===== config.mk =====
export PLATFORM = sky130hd
export DESIGN_NAME = demux4_dispatch_ctrl
export DESIGN_NICKNAME = d
export VERILOG_FILES = /design/src/rtl/demux4_dispatch_ctrl.sv
export SDC_FILE = /design/constraint.sdc
export NUM_CORES = 1
export LEC_CHECK = 0
export ABC_AREA = 1
export BUFFER_PORTS_ARGS = -buffer_cell sky130_fd_sc_hd__clkbuf_2
export CORE_MARGIN = 2
export CORE_UTILIZATION = 42
export DETAILED_ROUTE_END_ITERATION = 16
export HOLD_SLACK_MARGIN = 0.02
export PLACE_DENSITY = 0.88
export RECOVER_POWER = 100
export SETUP_SLACK_MARGIN = 0.5
export SLEW_MARGIN = 20
export SYNTH_ARGS = -nofsm -noshare
export SYNTH_HDL_FRONTEND = slang
export SYNTH_SLANG_ARGS = --single-unit

===== constraint.sdc =====
create_clock -name clk -period 1.93 [get_ports clk]
set_clock_uncertainty 0.05 [all_clocks]
set_input_delay 0.193 -clock clk [delete_from_list [all_inputs] [get_ports clk]]
set_output_delay 0.193 -clock clk [all_outputs]
set_load 0.02 [all_outputs]

===== src/rtl/demux4_dispatch_ctrl.sv =====
// 1-to-4 valid/ready dispatcher: each accepted word is held and steered to one lane, chosen by tag or round-robin.
// Define DEMUX4_DLV_CNT_EN to add per-lane delivery counters on dlv_cnt (otherwise dlv_cnt is tied to zero).
module demux4_dispatch_ctrl #(
    parameter int DATA_W      = 8,
    parameter int STALL_LIMIT = 4,
    parameter int CNT_W       = 16
) (
    input  logic                 clk,
    input  logic                 rst,
    input  logic                 in_valid,
    output logic                 in_ready,
    input  logic [DATA_W-1:0]    in_data,
    input  logic [1:0]           in_dest,
    input  logic                 mode,
    output logic [3:0]           out_valid,
    input  logic [3:0]           out_ready,
    output logic [DATA_W-1:0]    out_data,
    output logic [1:0]           sel,
    output logic                 busy,
    output logic                 skip,
    output logic [4*CNT_W-1:0]   dlv_cnt
);

    // Stall counter is wide enough to reach STALL_LIMIT and saturates at all-ones.
    localparam int              SC_W       = $clog2(STALL_LIMIT + 2);
    localparam logic [SC_W-1:0] STALL_LAST = SC_W'((STALL_LIMIT == 0) ? 0 : STALL_LIMIT - 1);
    localparam logic [SC_W-1:0] STALL_MAX  = '1;

    typedef enum logic {
        IDLE = 1'b0,
        HOLD = 1'b1
    } state_t;

    state_t             r_state;
    logic [DATA_W-1:0]  r_data;
    logic               r_mode;
    logic [1:0]         r_sel;
    logic [1:0]         r_rr_ptr;
    logic [SC_W-1:0]    r_stall_cnt;

    logic               w_hold;
    logic               w_accept;
    logic               w_deliver;
    logic               w_retarget;

    assign w_hold    = (r_state == HOLD);
    assign w_accept  = in_valid && in_ready;
    assign w_deliver = w_hold && out_ready[r_sel];

    // Retarget only when the held round-robin word is still blocked on the last allowed stall cycle.
    assign w_retarget = w_hold && !out_ready[r_sel] && r_mode && (STALL_LIMIT != 0)
                        && (r_stall_cnt == STALL_LAST);

    assign in_ready  = (r_state == IDLE) && !rst;
    assign busy      = w_hold;
    assign out_valid = w_hold ? (4'b0001 << r_sel) : 4'b0000;
    assign out_data  = r_data;
    assign sel       = r_sel;
    assign skip      = w_retarget;

    always_ff @(posedge clk or posedge rst) begin
        if (rst) begin
            r_state     <= IDLE;
            // NOTE: the data register is reset too, so a word discarded by reset can never reappear on out_data.
            r_data      <= '0;
            r_mode      <= 1'b0;
            r_sel       <= 2'd0;
            r_rr_ptr    <= 2'd0;
            r_stall_cnt <= '0;
        end else begin
            // NOTE: state is updated with non-blocking assignments so every branch sees pre-edge values.
            case (r_state)
                IDLE: begin
                    if (w_accept) begin
                        r_data      <= in_data;
                        r_mode      <= mode;
                        r_sel       <= mode ? r_rr_ptr : in_dest;
                        r_stall_cnt <= '0;
                        r_state     <= HOLD;
                    end
                end
                HOLD: begin
                    if (w_deliver) begin
                        r_state <= IDLE;
                        if (r_mode) r_rr_ptr <= r_sel + 2'd1;
                    end else if (w_retarget) begin
                        r_sel       <= r_sel + 2'd1;
                        r_stall_cnt <= '0;
                    end else if (r_stall_cnt != STALL_MAX) begin
                        r_stall_cnt <= r_stall_cnt + SC_W'(1);
                    end
                end
                default: r_state <= IDLE;
            endcase
        end
    end

`ifdef DEMUX4_DLV_CNT_EN
    logic [CNT_W-1:0] r_dlv_cnt [4];

    always_ff @(posedge clk or posedge rst) begin
        if (rst) begin
            for (int i = 0; i < 4; i++) r_dlv_cnt[i] <= '0;
        end else if (w_deliver) begin
            r_dlv_cnt[r_sel] <= r_dlv_cnt[r_sel] + CNT_W'(1);
        end
    end

    for (genvar g = 0; g < 4; g++) begin : g_dlv_cnt
        assign dlv_cnt[g*CNT_W +: CNT_W] = r_dlv_cnt[g];
    end
`else
    assign dlv_cnt = '0;
`endif

    // Lane valid is one-hot or idle, and a held word stays put until it leaves.
    a_onehot_valid: assert property (@(posedge clk) disable iff (rst) $onehot0(out_valid));
    a_hold_stable:  assert property (@(posedge clk) disable iff (rst)
                        (w_hold && !w_deliver) |=> (r_state == HOLD && $stable(r_data)));

endmodule

==> results_dict.tcl <==
set metrics [dict create \
    cp-end-kind "primary output" \
    critPathTopFamily "simple AND/OR/NAND/NOR gates" \
    die_area_um2 4030 \
    hold-path-endpoint "out_data[6]" \
    rsz0062_at_grt "yes" \
    worstHoldStart "in_data[6]" \
    rrSetupSlack_ps 260 \
    synthFlopType "dfrtp_1" \
    grt_max_degree 19 \
    core_area_um2 3360 \
    cts.sinks 17 \
    ys.warnings.count 0 \
    r2r-start "r_stall_cnt[0]" \
    setup_violations 0 \
    cp_num_buf_inv 3 \
    ir_drop_mv 0.534 \
    gp_congestion 0.795 \
    die_h_um 63.5 \
    antenna_found_initial 0 \
    worstPathMaxFanout 3 \
    clk_pin_slew_worst_paths_ps 110 \
    max_stage_delay_ps 390 \
    worst_slack_ps 177 \
    status "finished clean" \
    finalHoldViolCount 0 \
    syn_to_final_growth_pct 11.5 \
    cts_tree "done" \
    start_kind "flip-flop" \
    maxCapViolCount 0 \
    min_path_cells 2 \
    n_antenna_cell 0 \
    min_period_ps 1750 \
    vias 1043 \
    synth_edf_count 0 \
    place_ws_ps 447 \
    nets 241 \
    wl_mm 2.77 \
    synth_common_cells "buf_4 (64), nand2_1 (25), dfrtp_1 (17)" \
    final_core_util_pct 49.3 \
    syn_area_per_cell_um2 8.80 \
    drive_above_1_share_pct 30.0 \
    worst_pin_slew_ps 647 \
    firstDrtPassIters 4 \
    die_w_um 63.5 \
    cp_slowest_cell "dfrtp_1" \
    nFillCells 341 \
    wire_per_inst_um 10.5 \
    async_flop_share_pct 100 \
    numPortBuffers 34 \
    synth_area_leaders "buf_4 (32%), dfrtp_1 (29%), mux2_4 (9.1%), nand2_1 (6.3%), ha_1 (4.2%)" \
    avgViaCountPerCell 3.97 \
    rows 21 \
    grtUsageTotal_pct 12.5 \
    synth_cells 169 \
    clk_path_buf_depth 2 \
    cts_made_buffers 3 \
    grt_pass1_vias 935 \
    yosysMostFrequentCell "buf_4" \
    synth_area_leader_cell "buf_4" \
    setup-tns-final_ps 0 \
    fmax_mhz 570 \
    initial_core_util_pct 44.2 \
    worstPathArrival_ps 1510 \
    synth_cell_types 22 \
    dpl-instance-area_um2 1450 \
    yosys_register_bits 17 \
    io_pins 99 \
    slew_headroom_pct 56.8 \
    multi_input_area_um2 762 \
    cts_root_buf "clkbuf_4" \
    crit_chain "ha_1 -> inv_2 -> or2_4 -> nor2_4 -> nand2_4 -> inv_1 -> buf_8" \
    dpl.hpwl_mm 1.78 \
    p_total_mw 2.15 \
    cp.required_ps 1690 \
    clkLatencyLatePin_ps 300 \
    ant_nets 0 \
    dp_cells 246 \
    report.final.slew_viol_count 0 \
    syn_area_um2 1490 \
    min_path_type "input port to flip-flop" \
    p_per_area_nw_per_um2 1290 \
    leakage_nw 0.933 \
    r2r_end "sel[1]" \
    rr_worst_depth 11 \
    cts_max_level 1 \
    yosysSeqAreaShare_pct 28.6 \
    period_share_pct 90.8 \
    drc_errors 0 \
    overflow 0 \
    fin_cells 263 \
    grt_pass1_wl_mm 4.00 \
    drtIter0Drc 17 \
    whs_ps 45.8 \
    cp.depth 7 \
    postLayoutCellArea_um2 1660 \
    seqCellArea_um2 427 \
    synth.top_cell.area_share_pct 32.3 \
    criticalPathCategory "flip-flop to primary output" \
]
layout make-up:
cell class                      instances  share of cell area [%]
Timing Repair Buffer                   48                    19.7
Clock buffer                            3                    1.36
Multi-Input combinational cell        133                    45.9
Clock inverter                          1                   0.302
Tap cell                               46                    3.47
Inverter                               15                    3.54
Sequential cell                        17                    25.7
per-layer routing:
layer  share of wire [%]  vias to the layer above  GRT usage (%)
met5                   0                        -              0
met4                 1.2                        0           3.26
met3                 7.2                        6           3.93
li1                    -                      492              -
met2                  53                       51           22.1
met1                  39                      494           14.4
worst reg2reg max path, stage by stage (launching register included):
cell	delay, ps
dfrtp_1	390
ha_1	200
inv_2	50
or2_4	240
nor2_4	110
nand2_4	50
buf_4	140
buf_6	130
nand2_4	60
nand2_2	50
nand2_1	60
nand2_1	50
cell families after synthesis:
logic type | synth area share, %
AO/OA/AOI/OAI | 3.53
flip-flops | 28.6
AND/OR/NAND/NOR | 16.4
buffers and inverters | 37.9
adder cells (fa/ha/maj) | 4.21
multiplexers | 9.08
other | 0.252
how the worst max path moves through the flow:
| stage | startpoint | to | slack (ps) |
|---|---|---|---|
| floorplan | busy | out_data[0] | 510 |
| global placement | busy | r_stall_cnt[1] | 490 |
| detailed placement | busy | r_stall_cnt[2] | 450 |
| CTS | r_stall_cnt[0] | skip | 140 |
| global route | r_stall_cnt[0] | skip | 100 |
| finish | r_stall_cnt[0] | skip | 180 |
registers in the layout, indices dropped and copies added (netlist names):
register     count
r_stall_cnt      3
sel              2
r_mode           1
out_data         8
r_rr_ptr         2
busy             1
layout by cell type (no fill, tap or decap), drive strengths merged:
master | netlist | final
conb | 1 | 64
clkbuf | 0 | 36
nand2 | 32 | 32
dfrtp | 17 | 17
inv | 15 | 15
buf | 67 | 14
mux2 | 9 | 9
nand3 | 9 | 9
o21ai | 8 | 8
ha | 5 | 5
nor2 | 3 | 3
a21boi | 1 | 1
or2 | 1 | 1
a21oi | 1 | 1
clkinv | 0 | 1
dlygate4sd3 | 0 | 1
where the power goes:
group / switching, mW / internal, mW / total (mW)
clock: 0.112 / 0.0771 / 0.189
sequential: 0.0990 / 0.508 / 0.607
combinational: 0.837 / 0.513 / 1.35
total: 1.05 / 1.10 / 2.15
timing repair:
item                                    in CTS  in global routing
pin swaps                                    7                  3
gates cloned                                 0                  0
resized for setup                           29                 18
endpoints found under the setup margin      10                 11
hold endpoints to repair                    17                  0
setup buffers                               10                  2
hold buffers                                 1                  0
Note: power is estimated with default switching activity, not from simulation.
